===== src/rtl/ovi_wishbone_pkg.sv =====
`default_nettype none
// ---------------------------------------------------------------------------
// ovi_wishbone_pkg : shared types and constants for the Wishbone arbiter
// Revision: 1.0
// ---------------------------------------------------------------------------
package ovi_wishbone_pkg;

  typedef enum logic [0:0] {
    ARB_IDLE = 1'b0,
    ARB_BUSY = 1'b1
  } arb_state_e;

  localparam logic [2:0] CTI_CLASSIC = 3'b000;
  localparam logic [2:0] CTI_CONST   = 3'b001;
  localparam logic [2:0] CTI_INCR    = 3'b010;
  localparam logic [2:0] CTI_EOB     = 3'b111;

  localparam int unsigned DEF_N_MST       = 4;
  localparam int unsigned DEF_ADDR_W      = 32;
  localparam int unsigned DEF_DATA_W      = 32;
  localparam int unsigned DEF_TIMEOUT_CYC = 256;

endpackage
`default_nettype wire


===== src/rtl/ovi_wb_rr_picker.sv =====
`default_nettype none
// ---------------------------------------------------------------------------
// ovi_wb_rr_picker : combinational round-robin pick, first requester after last
// Revision: 1.0
// ---------------------------------------------------------------------------
module ovi_wb_rr_picker
  import ovi_wishbone_pkg::*;
#(
  parameter int unsigned N = DEF_N_MST
) (
  input  logic [N-1:0] req,
  input  logic [N-1:0] last,
  output logic [N-1:0] gnt
);

  localparam logic [N-1:0] ONE = {{(N-1){1'b0}}, 1'b1};

  logic [N-1:0] above;
  logic [N-1:0] req_hi;

  // Requests strictly above the last owner win first; otherwise wrap to the lowest.
  always_comb begin
    above  = ~(last | (last - ONE));
    req_hi = req & above;
    if (|req_hi) begin
      gnt = req_hi & (~req_hi + ONE);
    end else begin
      gnt = req & (~req + ONE);
    end
  end

endmodule
`default_nettype wire


===== src/rtl/ovi_wishbone_arbiter.sv =====
`default_nettype none
// ---------------------------------------------------------------------------
// ovi_wishbone_arbiter : N-master to 1-slave Wishbone B4 round-robin arbiter
// Optional stall watchdog enabled by defining OVI_WB_ARB_TIMEOUT_EN.
// Revision: 1.0
// ---------------------------------------------------------------------------
module ovi_wishbone_arbiter
  import ovi_wishbone_pkg::*;
#(
  parameter int unsigned N_MST       = DEF_N_MST,
  parameter int unsigned WB_ADDR_W   = DEF_ADDR_W,
  parameter int unsigned WB_DATA_W   = DEF_DATA_W,
  parameter int unsigned TIMEOUT_CYC = DEF_TIMEOUT_CYC
) (
  input  logic                           wb_clk,
  input  logic                           wb_resetn,
  input  logic [N_MST-1:0]               m_cyc_i,
  input  logic [N_MST-1:0]               m_stb_i,
  input  logic [N_MST-1:0]               m_we_i,
  input  logic [N_MST-1:0]               m_lock_i,
  input  logic [N_MST*WB_ADDR_W-1:0]     m_adr_i,
  input  logic [N_MST*WB_DATA_W-1:0]     m_dat_i,
  input  logic [N_MST*(WB_DATA_W/8)-1:0] m_sel_i,
  input  logic [N_MST*3-1:0]             m_cti_i,
  input  logic [N_MST*2-1:0]             m_bte_i,
  output logic [WB_DATA_W-1:0]           m_dat_o,
  output logic [N_MST-1:0]               m_ack_o,
  output logic [N_MST-1:0]               m_err_o,
  output logic [N_MST-1:0]               m_rty_o,
  output logic                           s_cyc_o,
  output logic                           s_stb_o,
  output logic                           s_we_o,
  output logic                           s_lock_o,
  output logic [WB_ADDR_W-1:0]           s_adr_o,
  output logic [WB_DATA_W-1:0]           s_dat_o,
  output logic [WB_DATA_W/8-1:0]         s_sel_o,
  output logic [2:0]                     s_cti_o,
  output logic [1:0]                     s_bte_o,
  input  logic [WB_DATA_W-1:0]           s_dat_i,
  input  logic                           s_ack_i,
  input  logic                           s_err_i,
  input  logic                           s_rty_i,
  output logic [N_MST-1:0]               gnt_o,
  output logic                           timeout_o
);

  localparam int unsigned SEL_W = WB_DATA_W / 8;
  localparam logic [N_MST-1:0] LAST_RST = {1'b1, {(N_MST-1){1'b0}}};

  arb_state_e state_q, state_d;
  logic [N_MST-1:0] gnt_q, gnt_d;
  logic [N_MST-1:0] last_q, last_d;
  logic [N_MST-1:0] pick;
  logic [N_MST-1:0] own;

  logic                 own_cyc, own_stb, own_we, own_lock;
  logic [WB_ADDR_W-1:0] own_adr;
  logic [WB_DATA_W-1:0] own_dat;
  logic [SEL_W-1:0]     own_sel;
  logic [2:0]           own_cti;
  logic [1:0]           own_bte;
  logic                 resp;
  logic                 release_w;
  logic                 timeout_w;

  ovi_wb_rr_picker #(.N(N_MST)) u_picker (
    .req  (m_cyc_i),
    .last (last_q),
    .gnt  (pick)
  );

  // Masking with reset keeps every routed output quiet while reset is held.
  assign own = gnt_q & {N_MST{wb_resetn}};

  always_comb begin
    own_cyc  = 1'b0;
    own_stb  = 1'b0;
    own_we   = 1'b0;
    own_lock = 1'b0;
    own_adr  = '0;
    own_dat  = '0;
    own_sel  = '0;
    own_cti  = '0;
    own_bte  = '0;
    for (int k = 0; k < N_MST; k++) begin
      if (own[k]) begin
        own_cyc  = own_cyc  | m_cyc_i[k];
        own_stb  = own_stb  | m_stb_i[k];
        own_we   = own_we   | m_we_i[k];
        own_lock = own_lock | m_lock_i[k];
        own_adr  = own_adr  | m_adr_i[k*WB_ADDR_W +: WB_ADDR_W];
        own_dat  = own_dat  | m_dat_i[k*WB_DATA_W +: WB_DATA_W];
        own_sel  = own_sel  | m_sel_i[k*SEL_W +: SEL_W];
        own_cti  = own_cti  | m_cti_i[k*3 +: 3];
        own_bte  = own_bte  | m_bte_i[k*2 +: 2];
      end
    end
  end

  assign resp      = s_ack_i | s_err_i | s_rty_i;
  assign release_w = (state_q == ARB_BUSY) && !own_cyc && !own_lock;

`ifdef OVI_WB_ARB_TIMEOUT_EN
  localparam int unsigned CNT_W = (TIMEOUT_CYC > 2) ? $clog2(TIMEOUT_CYC) : 1;
  localparam logic [CNT_W-1:0] CNT_MAX = CNT_W'(TIMEOUT_CYC - 1);
  localparam logic [CNT_W-1:0] CNT_ONE = CNT_W'(1);

  logic [CNT_W-1:0] cnt_q, cnt_d;

  always_comb begin
    cnt_d     = cnt_q;
    timeout_w = (state_q == ARB_BUSY) && own_stb && !resp && (cnt_q == CNT_MAX);
    if ((state_q != ARB_BUSY) || release_w || timeout_w || resp) begin
      cnt_d = '0;
    end else if (own_stb) begin
      cnt_d = cnt_q + CNT_ONE;
    end
  end

  always_ff @(posedge wb_clk) begin
    if (!wb_resetn) begin
      cnt_q <= '0;
    end else begin
      cnt_q <= cnt_d;
    end
  end
`else
  assign timeout_w = 1'b0;
`endif

  always_ff @(posedge wb_clk) begin
    if (!wb_resetn) begin
      state_q <= ARB_IDLE;
      gnt_q   <= '0;
      last_q  <= LAST_RST;
    end else begin
      state_q <= state_d;
      gnt_q   <= gnt_d;
      last_q  <= last_d;
    end
  end

  always_comb begin
    state_d = state_q;
    gnt_d   = gnt_q;
    last_d  = last_q;
    case (state_q)
      ARB_IDLE: begin
        if (|m_cyc_i) begin
          gnt_d   = pick;
          state_d = ARB_BUSY;
        end
      end
      ARB_BUSY: begin
        if (release_w || timeout_w) begin
          last_d  = gnt_q;
          gnt_d   = '0;
          state_d = ARB_IDLE;
        end
      end
      default: begin
        gnt_d   = '0;
        state_d = ARB_IDLE;
      end
    endcase
  end

  always_comb begin
    s_cyc_o   = own_cyc & ~timeout_w;
    s_stb_o   = own_stb & ~timeout_w;
    s_we_o    = own_we;
    s_lock_o  = own_lock;
    s_adr_o   = own_adr;
    s_dat_o   = own_dat;
    s_sel_o   = own_sel;
    s_cti_o   = own_cti;
    s_bte_o   = own_bte;
    m_dat_o   = s_dat_i;
    m_ack_o   = own & {N_MST{s_ack_i}};
    m_err_o   = own & {N_MST{s_err_i | timeout_w}};
    m_rty_o   = own & {N_MST{s_rty_i}};
    gnt_o     = own;
    timeout_o = timeout_w;
  end

endmodule
`default_nettype wire


===== config.mk =====
export PLATFORM = sky130hd
export DESIGN_NAME = ovi_wishbone_arbiter
export DESIGN_NICKNAME = d
export VERILOG_FILES = /design/src/rtl/ovi_wishbone_pkg.sv /design/src/rtl/ovi_wb_rr_picker.sv /design/src/rtl/ovi_wishbone_arbiter.sv
export SDC_FILE = /design/constraint.sdc
export NUM_CORES = 1
export LEC_CHECK = 0
export BUFFER_PORTS_ARGS = -buffer_cell sky130_fd_sc_hd__buf_4
export CORE_AREA = 3 3 184 186
export CTS_CLUSTER_DIAMETER = 50
export DETAILED_ROUTE_END_ITERATION = 10
export DIE_AREA = 0 0 187 189
export GPL_TIMING_DRIVEN = 0
export PLACE_DENSITY = 0.34
export SLEW_MARGIN = 25
export SYNTH_ARGS = -nofsm -noshare
export SYNTH_HDL_FRONTEND = slang
export SYNTH_SLANG_ARGS = --single-unit
export TNS_END_PERCENT = 30

===== constraint.sdc =====
create_clock -name wb_clk -period 1.8 [get_ports wb_clk]
set_input_delay 0.09 -clock wb_clk [delete_from_list [all_inputs] [get_ports wb_clk]]
set_output_delay 0.09 -clock wb_clk [all_outputs]
set_load 0.005 [all_outputs]

* Word-level counts from Yosys, hierarchy flattened
Index checks and enable logic that the tools add are counted.
** Storage, ports and cells
- Register bits :: 9
- Input port bits :: 345
- Output and inout bits :: 126
- Logic and storage cells :: 98
** Operators by class
- Add/subtract/negate cells :: 3
- Equal/unequal tests :: 2
- Mux-type cells :: 43
- Bitwise logic cells :: 39
- Reduce and logical (&&, ||, !) cells :: 8
** Operators with widths (number)
- 32-bit two-way mux :: 8
- 32-bit OR :: 6
- 4-bit AND :: 7
- 4-bit two-way mux :: 7
- 1-bit two-way mux :: 18
- 4-bit OR :: 4
- 3-bit two-way mux :: 4
- 4-bit inverter :: 3
- 1-bit OR :: 12
- 3-bit OR :: 3
- 4-bit by 1-bit adder with 4-bit output (second input constant) :: 2
- 2-bit two-way mux :: 4
- 4-bit one-hot mux with 2 select lines :: 1
- 4-bit OR reduction :: 2
- 2-bit OR :: 3
- 2-bit AND reduction :: 2
- 4-bit by 1-bit subtractor with 4-bit output (second input constant) :: 1
- 1-bit logical AND :: 2
- 1-bit logical NOT :: 2
- 2-bit by 1-bit != test with 1-bit output (second input constant) :: 1
- 2-bit != test (second input constant) :: 1
- 1-bit one-hot mux with 2 select lines :: 1
- 1-bit inverter :: 1

* Depth between registers and ports, before layout
- Word-level depth :: 13
- Mapped depth :: 7
- Gate-level depth less buffers :: 4

* Hierarchy
Synthesis repeated with hierarchy kept, for this count alone.
** Second synthesis, totals
- Cell total of the unflattened synthesis :: 377
- Area total of the unflattened synthesis :: 2526.2 um^2
** By module, submodules not included
- ovi_wishbone_arbiter :: times used 1, cells each 359, area an instance 2403.6 um^2, sequential area each 180.2 um^2
- ovi_wb_rr_picker :: times used 1, cells each 18, area an instance 122.6 um^2, sequential area each 0.0 um^2

* Worst setup path before layout
No wires, ideal clock.
- Path type :: register -> register
- From :: register gnt_q[2]
- To :: register last_q[1]
- Setup time :: 0.072 ns
- Data arrival time :: 1.228 ns
- Required time :: 1.728 ns
- Slack :: 0.500 ns
- Cell stages (with the launch flop) :: 6
- Path buffers :: 1
- Clock period less this slack :: 1.300 ns
- Cells stage by stage :: dfxtp_1 -> a22o_1 -> a221oi_2 -> and3_1 -> buf_6 -> mux2i_1
** Between the ends
- Word-level cells in the longest chain between the ends :: 8
- Elaborated cells on any way between the ends :: 12
- Those cells by class :: mux (4); bitwise (3); reduce/logical (5)
** Ends and longest elaborated chain
- start: declaration :: line ovi_wishbone_arbiter.sv:51 : logic [N_MST-1:0] gnt_q, gnt_d;
- start signal: assignment :: line ovi_wishbone_arbiter.sv:138 : gnt_q <= gnt_d;
- 4-bit AND (*) :: line ovi_wishbone_arbiter.sv:73 : assign own = gnt_q & {N_MST{wb_resetn}};
- 1-bit two-way mux :: line ovi_wishbone_arbiter.sv:86 : if (own[k]) begin
- 1-bit OR :: line ovi_wishbone_arbiter.sv:87 : own_cyc = own_cyc | m_cyc_i[k];
- 1-bit two-way mux :: line ovi_wishbone_arbiter.sv:86
- 1-bit logical NOT :: line ovi_wishbone_arbiter.sv:101 : assign release_w = (state_q == ARB_BUSY) && !own_cyc && !own_lock;
- 1-bit logical AND :: line ovi_wishbone_arbiter.sv:101
- 1-bit logical AND (*) :: line ovi_wishbone_arbiter.sv:101
- 2-bit AND reduction (no source line) (*)
- end signal: assignment :: line ovi_wishbone_arbiter.sv:139 : last_q <= last_d;
- end: declaration :: line ovi_wishbone_arbiter.sv:52 : logic [N_MST-1:0] last_q, last_d;
Mark *: on every way between the ends. The rest lies on a longest branch, timed or not.
A chain may end at the register's enable or synchronous reset.

* Worst setup path in the final report
- From :: register gnt_q[2]
- To :: output s_adr_o[18]
** Between the ends
- Word-level cells in the longest chain between the ends :: 4
** Ends and longest elaborated chain
- 4-bit AND (*) :: line ovi_wishbone_arbiter.sv:73
- 32-bit two-way mux (*) :: line ovi_wishbone_arbiter.sv:86
- 32-bit OR :: line ovi_wishbone_arbiter.sv:91 : own_adr = own_adr | m_adr_i[k*WB_ADDR_W +: WB_ADDR_W];
- 32-bit two-way mux (*) :: line ovi_wishbone_arbiter.sv:86
- end: declaration :: line ovi_wishbone_arbiter.sv:34 : output logic [WB_ADDR_W-1:0] s_adr_o,
Marks and branches as above.

==> results.md <==
| Group | Item | Value |
| --- | --- | --- |
| setup path | Slowest cell on the critical path | dfxtp_2 |
| timing | Period minus WS final | 1.71 ns |
| place | Input/output buffers | 437 |
| clock network | CTS H-Tree Depth | 1 |
| worst hold path | Classification of the worst-slack hold path | in -> reg |
| routing | Post-route antenna net violation count | 0 |
| yosys | Post-synthesis compound-gate area fraction | 52.8% |
| clock network | CTS clock-pin slew for the worst setup and hold paths | 0.04 ns |
| clock network | Hold Buf Count CTS | 0 |
| clock network | Num Clock Sinks | 9 |
| power and ir drop | Maximum resistive drop on vdd | 0.246 mV |
| worst hold path | Min-Delay Path Depth | 3 |
| global route | First-pass GRT wire length | 32,100 µm |
| power and ir drop | Internal power | 1.33 mW |
| clock network | Clock tree root driver cell | clkbuf_16 |
| routing | Wire per inst | 19.1 µm |
| setup path | Number of cells on the worst reg-to-reg path | 5 |
| timing | Period utilization | 95.1% |
| worst hold path | Endpoint of the worst hold path | gnt_q[3]$_SDFFE_PN0P_ |
| clock network | Cells resized by post-CTS repair | 52 |
| setup path | Sequence of cells on the critical path | nand2_1, inv_2, buf_12, buf_4, a22oi_1, nand2_1, buf_4 |
| setup path | Class of the most critical setup path | reg -> out |
| place | Placement-stage worst setup slack | -0.449 ns |
| setup path | Reg2reg start | gnt_q[0]$_SDFFE_PN0P_ |
| final layout | Most common cell after layout, fill and taps aside | buf_4 |
| final layout | Layout area overhead | 171% |
| routing | Remaining routing DRC violations | 0 |
| timing | Max Transition Viols Final | 0 |
| timing | Setup_tns | 0 ns |
| routing | Iteration-0 DRC count of the detailed router | 203 |
| routing | Detailed Routing Iterations Pass 1 | 4 |
| power and ir drop | Switching power | 591 µW |
| power and ir drop | PD cells | 293 nW/µm² |
| final layout | Post-layout net count | 1,153 |
| timing | Setup slack of the critical path after layout | 0.0891 ns |
| setup path | Worst EP required | 1.71 ns |
| yosys | Total standard cell area after synthesis | 2410 µm² |
| power and ir drop | Total power after layout | 1.92 mW |
| status | Status | finished clean |
| setup path | Max incr delay on CP | 0.35 ns |
| setup path | Worst R2R Setup Slack | 0.34 ns |
| worst hold path | Critical hold path startpoint | m_cyc_i[3] |
| routing | Final wirelength | 23,800 µm |
| flow run | Max-cap check violation count | 0 |
| timing | Highest Clock Rate | 0.584 GHz |
| yosys | Post-synthesis xor/xnor area fraction | 0% |
| global route | Largest net degree at the start of global routing | 11 |
| clock network | Clock tree from TritonCTS | yes |
| global route | Total grt overflow | 0 |
| setup path | End of the worst register-to-register path | last_q[0]$_SDFFE_PN0P_ |
| yosys | Flip-flop and latch count after synthesis | 9 |
| place | Sum of net half-perimeters after detailed placement | 20,300 µm |
| routing | Drt via density | 3.81 |
| timing | Final Skew | 0.000221 ns |
| timing | Number of endpoints failing setup at the final stage | 0 |
| yosys | Post-synthesis simple-gate area fraction | 19.4% |
| clock network | Number of buffers on the longest clock path | 2 |
| power and ir drop | Clock network fraction of design power | 20.5% |
| final layout | Highest-count cells in the layout ignoring fill and taps | buf_4, a22oi_1, nand2_1 |
| clock network | Clock latency of the later-clocked register in the worst-skew pair | 0.23 ns |
| floorplan | FP Rows | 66 |
| yosys | Share of synthesized registers carrying an async set or reset | 0% |
| yosys | Number of enable flip-flop cells after synthesis | 0 |
| global route | Total routing resource utilization after global routing | 12.1% |
| power and ir drop | Leak | 3.47 nW |
| clock network | Count of buffers added by post-CTS timing repair for setup | 0 |
| clock network | Number of buffers created by CTS | 3 |
| final layout | Final non-filler cell area | 6540 µm² |
| yosys | Synthesis warning total | 0 |
| floorplan | Width of the die | 187 µm |
| setup path | Critical path launch point type | register |
| floorplan | Core box area | 32,500 µm² |
| yosys | Syn_nets | 712 |
| yosys | Most common flop cell mapped by yosys | dfxtp_1 |
| power and ir drop | Proportion of power drawn by flip-flops and latches | 12.2% |
| yosys | Unique masters post-synth | 31 |
| place | Final Wtd Congestion | 0.812 |
| setup path | CP Data Arrival Time | 1.62 ns |
| yosys | Portion of the post-synthesis area used by sequential elements | 7.47% |
| timing | Final Hold Viols | 0 |
| floorplan | Height of the die | 189 µm |
| power and ir drop | Share of total power consumed by net switching | 30.8% |
| yosys | Mapped Cells | 367 |
| floorplan | Die ar. | 35,300 µm² |
| yosys | Largest family of logic cells by synthesized area | compound AO/OA/AOI/OAI gates |
| power and ir drop | Combinational cell fraction of total power | 67.3% |
| final layout | Fraction of final layout cells with drive strength greater than 1 | 65.6% |
| final layout | Final standard cell utilization of the core | 20.1% |
| setup path | Worst-path fanout max | 10 |
| floorplan | Initial Utilization | 7.43% |
| setup path | Critical path capture point type | primary output |
| global route | Vias in the first global route | 4,964 |
| place | Instance area at placement | 6240 µm² |
| routing | Total vias in the final route | 4,762 |
| global route | Number of antenna violations at the first check in global routing | 1 |
| timing | Unrepaired setup endpoints after global routing | no |
| floorplan | I/O pin total | 471 |
| yosys | Portion of netlist area occupied by mux cells | 1.25% |
| yosys | Synth Area per Inst | 6.57 µm² |
| yosys | Synth Area in Adders | 0% |
[per-layer routing]
| metal | vias to the layer above | wire [µm] | GRT usage, % |
|---|---|---|---|
| met5 | - | 0 | 0 |
| li1 | 2271 | - | - |
| met2 | 283 | 12400 | 23.3 |
| met3 | 18 | 1810 | 2.83 |
| met4 | 0 | 387 | 2.06 |
| met1 | 2190 | 9230 | 13.8 |
[power by group through the flow]
stage / clock (mW) / sequential, mW / combinational, mW
detailed placement: 0 / 0.235 / 1.27
finish: 0.393 / 0.233 / 1.29
global route: 0.420 / 0.236 / 1.39
floorplan: 0 / 0.228 / 0.344
CTS: 0.398 / 0.233 / 1.29
global placement: 0 / 0.236 / 1.27
[how the worst max path moves through the flow]
stage	cells past startpoint	endpoint	startpoint	slack, ns
after CTS	6	s_dat_o[23]	gnt_q[1]$_SDFFE_PN0P_	-0.05
final	7	s_adr_o[18]	gnt_q[2]$_SDFFE_PN0P_	0.09
after floorplan	5	last_q[1]$_SDFFE_PN0P_	gnt_q[2]$_SDFFE_PN0P_	0.50
after global routing	7	s_adr_o[18]	gnt_q[0]$_SDFFE_PN0P_	0.002
after detailed placement	7	s_adr_o[7]	gnt_q[0]$_SDFFE_PN0P_	-0.45
after global placement	7	s_adr_o[7]	gnt_q[0]$_SDFFE_PN0P_	-0.44
[cells by family after synthesis]
group | Yosys count
other | 1
multiplexers | 3
AND/OR/NAND/NOR | 110
buffers and inverters | 76
AO/OA/AOI/OAI | 168
flip-flops | 9
[flip-flops by register name, indices dropped and copies added, names as in the netlist]
name and flops:
gnt_q 4, last_q 4, state_q 1
[layout make-up]
class / instances / area (µm²)
Antenna cell: 1 / 2.50
Fill cell: 3732 / 25900
Tap cell: 442 / 553
Inverter: 7 / 26.3
Clock buffer: 4 / 78.8
Timing Repair Buffer: 437 / 3280
Buffer: 68 / 582
Sequential cell: 9 / 185
Multi-Input combinational cell: 282 / 1830
[worst max-delay path, delay by kind of cell, from the launching register on]
kind / cells / cell delay, ns
buf+inv: 4 / 0.59
flops: 1 / 0.35
simple gates: 2 / 0.27
compound gates: 1 / 0.18
[per-stage QoR]
step | instances | hold WS, ns
floorplan | 367 | 0.229
global placement | 1246 | 0.347
detailed placement | 1246 | 0.346
CTS | 1250 | 0.131
global route | 1250 | 0.155
finish | 1250 | 0.130
[synth_stat cells, types with 2 or more instances]
| cell type | number | share of area (%) |
|---|---|---|
| a22oi_1 | 150 | 47 |
| nand2_1 | 83 | 13 |
| buf_4 | 38 | 12 |
| buf_2 | 16 | 3.3 |
| and3_1 | 13 | 3.4 |
| clkbuf_1 | 13 | 2.0 |
| dfxtp_1 | 9 | 7.5 |
| inv_1 | 6 | 0.93 |
| nor2_1 | 4 | 0.62 |
| mux2i_1 | 3 | 1.2 |
| nor2b_1 | 3 | 0.78 |
| o32ai_1 | 3 | 1.1 |
| a211oi_1 | 2 | 0.62 |
| a21oi_1 | 2 | 0.42 |
| a221oi_2 | 2 | 1.2 |
| a22o_1 | 2 | 0.73 |
| nand3_1 | 2 | 0.42 |
| nand4_1 | 2 | 0.52 |
| o21ai_0 | 2 | 0.42 |
No activity file was read; power rests on OpenSTA's default activity.
